--- src/rtl/bomb_round_judge.sv ---
`default_nettype none
// +--------------------------------------------------------------------------+
// | bomb_round_judge: times code display / defuse window, judges the entry.  |
// | Optional macro ATTEMPT_LIMIT_EN enables MAX_TRIES wrong entries.         |
// | Revision: 1.0                                                            |
// +--------------------------------------------------------------------------+
module bomb_round_judge #(
    parameter int TICK_DIV   = 50_000_000,
    parameter int SHOW_SEC   = 5,
    parameter int LIMIT_SEC  = 20,
    parameter int RESULT_SEC = 3,
    parameter int MAX_TRIES  = 3
) (
    input  logic       clk,
    input  logic       rst_n,
    input  logic       showing,
    input  logic       start,
    input  logic       startInput,
    input  logic [4:0] random,
    input  logic [4:0] code_in,
    input  logic       BTN0,
    output logic       endOfShow,
    output logic       infail,
    output logic       insuccess,
    output logic       repeatRst,
    output logic [4:0] sec_left,
    output logic [2:0] tries_left
);

    localparam int            CW           = (TICK_DIV > 1) ? $clog2(TICK_DIV) : 1;
    localparam logic [CW-1:0] C_TICK_MAX   = CW'(TICK_DIV - 1);
    localparam logic [CW-1:0] C_CNT_ONE    = CW'(1);
    localparam logic [4:0]    C_SHOW_SEC   = 5'(SHOW_SEC);
    localparam logic [4:0]    C_LIMIT_SEC  = 5'(LIMIT_SEC);
    localparam logic [4:0]    C_RESULT_SEC = 5'(RESULT_SEC);
    localparam logic [2:0]    C_MAX_TRIES  = 3'(MAX_TRIES);
`ifdef ATTEMPT_LIMIT_EN
    localparam logic          C_LIMIT_EN   = 1'b1;
`else
    localparam logic          C_LIMIT_EN   = 1'b0;
`endif
    // Without the attempt limit, tries_left simply reads 1 during a round.
    localparam logic [2:0]    C_TRIES_LOAD = C_LIMIT_EN ? C_MAX_TRIES : 3'd1;
    localparam logic [2:0]    C_TRY_STEP   = {2'b00, C_LIMIT_EN};

    typedef enum logic [2:0] {
        S_IDLE    = 3'd0,
        S_SHOW    = 3'd1,
        S_ARMED   = 3'd2,
        S_SUCCESS = 3'd3,
        S_FAIL    = 3'd4
    } state_t;

    state_t        state_q;
    logic [CW-1:0] cnt_q;
    logic [4:0]    code_q;
    logic [4:0]    sec_q;
    logic [2:0]    tries_q;
    logic          btn_q;
    logic          eos_q;
    logic          fail_q;
    logic          succ_q;
    logic          rr_q;

    logic w_tick, w_submit, w_go, w_hit, w_miss_last, w_dec, w_last_sec;

    assign w_tick      = (cnt_q == C_TICK_MAX);
    assign w_submit    = BTN0 & ~btn_q;
    assign w_go        = w_submit & startInput;
    assign w_hit       = w_go & (code_in == code_q);
    assign w_miss_last = w_go & (code_in != code_q) & (!C_LIMIT_EN || (tries_q <= 3'd1));
    assign w_dec       = start & w_tick;
    assign w_last_sec  = (sec_q == 5'd1);

    always_ff @(posedge clk or negedge rst_n) begin
        if (!rst_n) begin
            state_q <= S_IDLE;
            cnt_q   <= '0;
            code_q  <= '0;
            sec_q   <= '0;
            tries_q <= '0;
            btn_q   <= 1'b0;
            eos_q   <= 1'b0;
            fail_q  <= 1'b0;
            succ_q  <= 1'b0;
            rr_q    <= 1'b0;
        end else begin
            btn_q <= BTN0;
            rr_q  <= 1'b0;
            if (state_q != S_IDLE && !showing) begin
                state_q <= S_IDLE;
                cnt_q   <= '0;
                sec_q   <= '0;
                tries_q <= '0;
                eos_q   <= 1'b0;
                fail_q  <= 1'b0;
                succ_q  <= 1'b0;
            end else begin
                case (state_q)
                    S_IDLE: begin
                        cnt_q <= '0;
                        if (showing) begin
                            state_q <= S_SHOW;
                            code_q  <= random;
                            sec_q   <= C_SHOW_SEC;
                            tries_q <= C_TRIES_LOAD;
                        end
                    end
                    S_SHOW: begin
                        cnt_q <= w_tick ? '0 : cnt_q + C_CNT_ONE;
                        if (w_tick) begin
                            if (w_last_sec) begin
                                state_q <= S_ARMED;
                                eos_q   <= 1'b1;
                                sec_q   <= C_LIMIT_SEC;
                            end else begin
                                sec_q <= sec_q - 5'd1;
                            end
                        end
                    end
                    S_ARMED: begin
                        // The tick counter is frozen along with the countdown.
                        if (start) cnt_q <= w_tick ? '0 : cnt_q + C_CNT_ONE;
                        if (w_hit) begin
                            state_q <= S_SUCCESS;
                            succ_q  <= 1'b1;
                            sec_q   <= C_RESULT_SEC;
                            cnt_q   <= '0;
                        end else if (w_miss_last || (w_dec && w_last_sec)) begin
                            state_q <= S_FAIL;
                            fail_q  <= 1'b1;
                            sec_q   <= C_RESULT_SEC;
                            cnt_q   <= '0;
                            if (w_go) tries_q <= tries_q - C_TRY_STEP;
                        end else begin
                            if (w_go)  tries_q <= tries_q - C_TRY_STEP;
                            if (w_dec) sec_q   <= sec_q - 5'd1;
                        end
                    end
                    S_SUCCESS, S_FAIL: begin
                        cnt_q <= w_tick ? '0 : cnt_q + C_CNT_ONE;
                        if (w_tick) begin
                            if (w_last_sec) begin
                                state_q <= S_IDLE;
                                rr_q    <= 1'b1;
                                cnt_q   <= '0;
                                sec_q   <= '0;
                                tries_q <= '0;
                                eos_q   <= 1'b0;
                                fail_q  <= 1'b0;
                                succ_q  <= 1'b0;
                            end else begin
                                sec_q <= sec_q - 5'd1;
                            end
                        end
                    end
                    default: state_q <= S_IDLE;
                endcase
            end
        end
    end

    assign endOfShow  = eos_q;
    assign infail     = fail_q;
    assign insuccess  = succ_q;
    assign repeatRst  = rr_q;
    assign sec_left   = sec_q;
    assign tries_left = tries_q;

endmodule
`default_nettype wire

--- config.mk ---
export PLATFORM = sky130hd
export DESIGN_NAME = bomb_round_judge
export DESIGN_NICKNAME = d
export VERILOG_FILES = /design/src/rtl/bomb_round_judge.sv
export SDC_FILE = /design/constraint.sdc
export NUM_CORES = 1
export LEC_CHECK = 0
export CORE_MARGIN = 5
export CORE_UTILIZATION = 55
export DETAILED_ROUTE_END_ITERATION = 10
export DONT_BUFFER_PORTS = 1
export PLACE_DENSITY = 0.7
export SLEW_MARGIN = 20
export SYNTH_ARGS = -nofsm -noshare
export SYNTH_HDL_FRONTEND = slang
export SYNTH_SLANG_ARGS = --single-unit
--- constraint.sdc ---
create_clock -name clk -period 2.6 [get_ports clk]
set_input_delay 0.52 -clock clk [delete_from_list [all_inputs] [get_ports clk]]
set_output_delay 0.52 -clock clk [all_outputs]
set_load 0.02 [all_outputs]
==> results.sh <==
export IMPL_drv_cap=0
export IMPL_vias_per_cell=6.48
export IMPL_clk_pin_slew_ns=0.09
export IMPL_crit_arrival_ns=2.63
export IMPL_cellLeakagePower_nw=1.31
export IMPL_synth_edf_count=0
export IMPL_finalCritPeriodShare_pct=93.5
export IMPL_ant_nets=0
export IMPL_drt_total_wl_mm=6.95
export IMPL_final_util_pct=62.9
export IMPL_final_cell_mix="dfrtp_1, o21ai_0, nand2_1"
export IMPL_crit_path_end_kind="flip-flop"
export IMPL_min_period_ns=2.43
export IMPL_grt_usage_pct=22.8
export IMPL_synth_cells=330
export IMPL_core_um2=5070
export IMPL_ys_seq_area_share_pct=39.2
export IMPL_antennaDiodeCount=0
export IMPL_htreeDepth=2
export IMPL_relSlewSlack_pct=62.1
export IMPL_cts_made_buffers=5
export IMPL_final_setup_skew_ns=0.00723
export IMPL_num_vias=2669
export IMPL_grt_pass1_vias=2523
export IMPL_synth_top_family_by_area="simple AND/OR/NAND/NOR gates"
export IMPL_rr_startpoint="cnt_q[0]"
export IMPL_fmax_mhz=411
export IMPL_initial_core_util_pct=56.6
export IMPL_synth_xor_area_share_pct=2.13
export IMPL_die_area_um2=6770
export IMPL_cts_num_sinks=45
export IMPL_fin_ws_ns=0.169
export IMPL_nNetsFinal=360
export IMPL_cp_slowest_cell="or4_4"
export IMPL_insertion_delay_ns=0.30
export IMPL_multi_input_area_um2=1650
export IMPL_max_stage_delay_ns=0.63
export IMPL_routedWlPerCell_um=16.9
export IMPL_layout_commonest_cell="dfrtp_1"
export IMPL_syn_avg_cell_area_um2=8.71
export IMPL_netlist_area_leader_share_pct=39.2
export IMPL_die_x_um=82.3
export IMPL_place_hpwl_mm=4.92
export IMPL_ir_worst_vdd_mv=0.514
export IMPL_reg2reg_to="sec_left[2]"
export IMPL_finalWeightedCongestion=0.872
export IMPL_nFillCells=447
export IMPL_tns_ns=0
export IMPL_drtIter0Drc=272
export IMPL_die_height_um=82.3
export IMPL_path_max_fanout=8
export IMPL_pre_cts_slack_ns=0.105
export IMPL_ys_ff_latch=45
export IMPL_startpoint_type="flip-flop"
export IMPL_synthSimpleGateAreaFrac_pct=26.9
export IMPL_post_route_cells_drive_above_1_share_pct=14.9
export IMPL_num_rows=26
export IMPL_path_class="reg -> reg"
export IMPL_crit_required_ns=2.80
export IMPL_grt_max_degree=46
export IMPL_drc_errors=0
export IMPL_p_per_area_nw_per_um2=918
export IMPL_ios=28
export IMPL_cts_tree="built"
export IMPL_netlist_area_um2=2870
export IMPL_synth_compound_area_share_pct=22.3
export IMPL_synth_cell_types=59
export IMPL_outcome="finished, final reports clean"
export IMPL_critical_path_cell_chain="ha_1 -> and3_1 -> nand2_1 -> or4_4 -> a211oi_2 -> a311oi_1 -> a21o_1"
export IMPL_ys_flop_type="dfrtp_1"
export IMPL_cts_setup_buffers=0
export IMPL_timing_final_hold_violations=0
export IMPL_finalPower_mw=2.93
export IMPL_syn2layout_area_growth_pct=11.1
export IMPL_gr_total_overflow=0
export IMPL_seqCellArea_um2=1130
export IMPL_antenna_found_initial=0
export IMPL_grt_pass1_wl_mm=12.1
export IMPL_synth_area_leaders="dfrtp_1, o21ai_0, nand2_1"
export IMPL_hp_class="in -> async"
export IMPL_synth_mux_area_share_pct=3.83
export IMPL_synthArstFlopShare_pct=100
export IMPL_tightest_slew_ns=0.565
export IMPL_root_buffer="clkbuf_8"
export IMPL_drtPass1Iterations=5
export IMPL_synthAdderAreaFrac_pct=1.31
export IMPL_layout_cells_non_filler=412
export IMPL_r2r_cells=7
export IMPL_r2r_slack_ns=0.17
export IMPL_finalSetupViolCount=0
export IMPL_clockBufferDepth=2
export IMPL_yosys_area_top_type="dfrtp_1"
export IMPL_rsz0062_at_grt="false"
export IMPL_dp_cells=403
export IMPL_placement_io_buffers=0
export IMPL_final_max_slew_viol_count=0
export IMPL_yosysWarnings=0
==> worst max-delay path by stage <==
stage                        endpoint   startpoint  slack [ns]
after floorplan           sec_left[2]  sec_left[0]        0.16
after global placement    sec_left[2]  sec_left[1]        0.15
after detailed placement  sec_left[2]  sec_left[1]        0.11
after CTS                 sec_left[2]  sec_left[1]        0.09
after global routing      sec_left[2]     cnt_q[0]        0.02
final                     sec_left[2]     cnt_q[0]        0.17
==> Yosys cell counts (4+ instances only) <==
cell	instances
a211oi_1	7
a21oi_1	10
a22o_1	4
a311oi_1	5
and3_1	5
and4_1	4
buf_2	6
clkbuf_1	12
dfrtp_1	45
inv_1	5
mux2_2	8
nand2_1	28
nand3_1	20
nand4_1	11
nor2_1	22
nor3_1	21
nor4_1	6
o21ai_0	40
o31ai_1	5
xnor2_1	4
==> report_power, final <==
part	switching, mW	internal, mW
clock network	0.249	0.289
logic	0.833	0.609
registers	0.120	0.830
total	1.20	1.73
==> timing repair <==
item,CTS,global route
setup endpoints to repair,0,6
hold buffers,1,0
gates resized for setup,0,3
endpoints found under the hold margin,45,0
==> state kept, by name, indices dropped and copies added (netlist names) <==
| signal | cells |
|---|---|
| btn_q | 1 |
| sec_left | 5 |
| cnt_q | 26 |
| code_q | 5 |
| repeatRst | 1 |
| endOfShow | 1 |
| state_q | 3 |
| tries_left | 1 |
| insuccess | 1 |
| infail | 1 |
==> worst max-delay path, delay by kind of cell, from the launching register on <==
| kind | cells | cell delay (ns) |
|---|---|---|
| simple gates | 3 | 1.11 |
| compound gates | 3 | 0.58 |
| flops | 1 | 0.42 |
| fa+ha+maj | 1 | 0.21 |
==> layout make-up <==
cell class,instances,area share (%)
clock buffer,6,2.27
clock inverter,2,1.22
inverter,5,0.588
multi-input combinational,260,51.6
sequential,45,35.3
tap,70,2.74
timing repair buffer,24,6.27
==> metrics by stage <==
step | area, um2 | hold slack, ns
3_5_place_dp | 3040 | 0.226
2_1_floorplan | 2880 | 0.224
4_1_cts | 3180 | 0.0557
6_report | 3190 | 0.0494
3_3_place_gp | 3040 | 0.226
5_1_grt | 3190 | 0.0597
==> logic make-up (layout without fill, tap and decap cells) <==
kind of cell	count (synthesis)	after routing
buffers and inverters	26	37
AOI/OAI and AO/OA	96	96
DFF	45	45
and+or+nand+nor	142	142
adders and majority gates	3	3
other	1	2
muxes	10	10
xor gates and xnor gates	7	7
==> per-layer routing <==
| layer | up-vias | global-route usage (%) | share of wire, % |
|---|---|---|---|
| met1 | 1275 | 33.8 | 48 |
| met4 | 0 | 6.98 | 1.2 |
| met3 | 9 | 4.56 | 6.6 |
| met5 | - | 0 | 0 |
| li1 | 1280 | - | - |
| met2 | 105 | 33.5 | 44 |
Note: power is estimated with default switching activity, not from simulation.
==> edit: new RTL, same flow settings <==
Set the localparam `C_LIMIT_EN` to 1'b1 (it was 1'b0).
--- a/src/rtl/bomb_round_judge.sv
+++ b/src/rtl/bomb_round_judge.sv
@@ -39,3 +39,3 @@
 `else
-    localparam logic          C_LIMIT_EN   = 1'b0;
+    localparam logic          C_LIMIT_EN   = 1'b1;
 `endif
Function: changed (Yosys sat finds a counterexample within 4 cycles, from zero or initial values and one cycle with rst_n low).
==> edit against the original RTL <==
Setup slack gained 0.032 ns; fmax grew 1.3%; non-clock buffer count shrank 8; synthesized cell count grew 5.2%; critical endpoint is now cnt_q[25]; sequential cell count grew 2; area after synthesis grew 5.3%; clock skew grew 0.00095 ns; worst hold slack gained 0.0073 ns; routed wire length grew 2.1%; critical path type unchanged; final area grew 3.7%.
Power is not compared: it rests on default switching activity, and its combinational part moved more than twofold at a synthesized area within 25%.
==> edit: results (changes against the original RTL) <==
Outcome -> finished, final reports clean
Share of layout cells above drive strength 1 -> 13.3% (-1.6 points)
GP Congestion -> 0.875 (+0.41%)
Initial antenna violation count -> 0 (unchanged)
Most flops, register -> cnt_q
Pleak -> 0.00134 µW
Synth top cells by count -> 47 x dfrtp_1, 42 x nand2_1, 36 x o21ai_0
DRT iter0 DRCs -> 323 (+19%)
H-tree depth -> 2 (unchanged)
Pre-CTS WS -> 0.150 ns (+0.0451 ns)
Main area contributors after synthesis -> dfrtp_1 39%, o21ai_0 6.0%, nand2_1 5.2%
Final wirelength -> 7090 µm (+2.1%)
Ant diodes -> 0 (unchanged)
Vias -> 2637 (-1.2%)
VDD IR-drop max -> 0.400 mV
Critical path's largest stage delay -> 0.43 ns (-0.20 ns)
Pin count of the biggest net entering global routing -> 48 (+4.3%)
Setup bufs post-CTS -> 0 (unchanged)
Synthesized Nets -> 368
Initial DRT Pass Iterations -> 5 (unchanged)
First-pass GRT wire length -> 12400 µm (+2.5%)
Clock Path Buffers -> 2 (unchanged)
HP Class -> in -> async
Synth warn -> 0 (unchanged)
Vias in the first global route -> 2488 (-1.4%)
Clock skew -> 0.00818 ns (+0.000954 ns)
Synth cell types -> 62 (+5.1%)
Slowest-stage cell, CP -> and2_1
Sequential area share after synthesis -> 38.9% (-0.31 points)
Max FFs per register -> 26 (unchanged)
GRT Total Usage -> 21.0% (-1.8 points)
CP top delay family -> simple AND/OR/NAND/NOR gates
Clock-pin slew on the worst setup and hold paths -> 0.09 ns (about the same)
Final HPWL DP -> 5050 µm (+2.7%)
CTS Buf Count -> 5 (unchanged)
Worst skew pair latency -> 0.30 ns (about the same)
Ys async rst share -> 100% (unchanged)
Worst slew pin tran -> 0.493 ns (-0.0715 ns)
Root Buffer -> clkbuf_8
CP arrival -> 2.56 ns (-0.07 ns)
Port bufs -> 0 (unchanged)
Crit-path max FO -> 13 (+5)
==> edit: cell count changes in the layout (fill, tap and decap cells not counted), moves of 8 or more <==
cell     delta
a21oi_1     +8
buf_4       -8
nand2_1    +14
nand3_1     -9
nor2_1     +11
nor3_1     -10
==> edit: timing repair <==
action	CTS	global route
endpoints found under the setup margin	0	5
hold endpoints to repair	47	0
resized for setup	0	1
hold buffers	1	0
==> edit: worst register-to-register path, cell delays in order, from the launching register on <==
cell and delay [ns]:
dfrtp_1 0.40, inv_1 0.10, ha_1 0.15, o21ba_2 0.19
nor3_1 0.31, a21oi_2 0.13, a2bb2oi_2 0.27, buf_4 0.18
and2_1 0.43, nor2_1 0.11
==> edit: cell families (layout without fill, tap and decap cells) <==
logic type	Yosys count	after routing	share of synthesized area, %
DFF	47	47	38.9
xor gates and xnor gates	15	15	4.34
muxes	5	5	1.86
AOI/OAI and AO/OA	103	103	22.9
buffers and inverters	26	32	3.89
and+or+nand+nor	146	146	26.1
adders and majority gates	5	5	2.07
==> edit: per-layer routing <==
layer / vias to the layer above / GRT usage (%) / wire, µm
met2: 81 / 32.6 / 3300
met3: 9 / 4.51 / 430
li1: 1276 / - / -
met1: 1271 / 29.7 / 3290
met4: 0 / 5.85 / 73
met5: - / 0 / 0
==> edit: cell type report <==
class,count,area (µm²)
inverters,8,30.0
repair buffers,16,140
clock buffers,5,68.8
fillers,480,2130
flip-flops and latches,47,1180
multi-input cells,274,1740
well taps,72,90.1
clock inverters,3,67.6
==> edit: worst paths after layout <==
| path | to | cells after the start | from | slack [ns] |
|---|---|---|---|---|
| hold reg to reg | cnt_q[0] | 1 | cnt_q[0] | 0.52 |
| min in group clk | btn_q | 0 | BTN0 | 0.25 |
| setup / recovery | cnt_q[25] | 9 | tries_left[1] | 0.20 |
| hold / removal | sec_left[2] | 1 | rst_n | 0.06 |
| setup reg to reg | cnt_q[25] | 9 | tries_left[1] | 0.20 |
| max in group asynchronous | cnt_q[19] | 1 | rst_n | 2.33 |
==> edit: through the flow <==
| step | area, µm² | std cells |
|---|---|---|
| floorplan | 3020 | 347 |
| global placement | 3140 | 416 |
| detailed placement | 3140 | 416 |
| CTS | 3300 | 425 |
| global route | 3310 | 425 |
| finish | 3310 | 425 |
==> edit: power breakdown <==
group / switching, µW / internal [µW]
Clock: 251 / 383
Combinational: 246 / 183
Sequential: 66.1 / 775
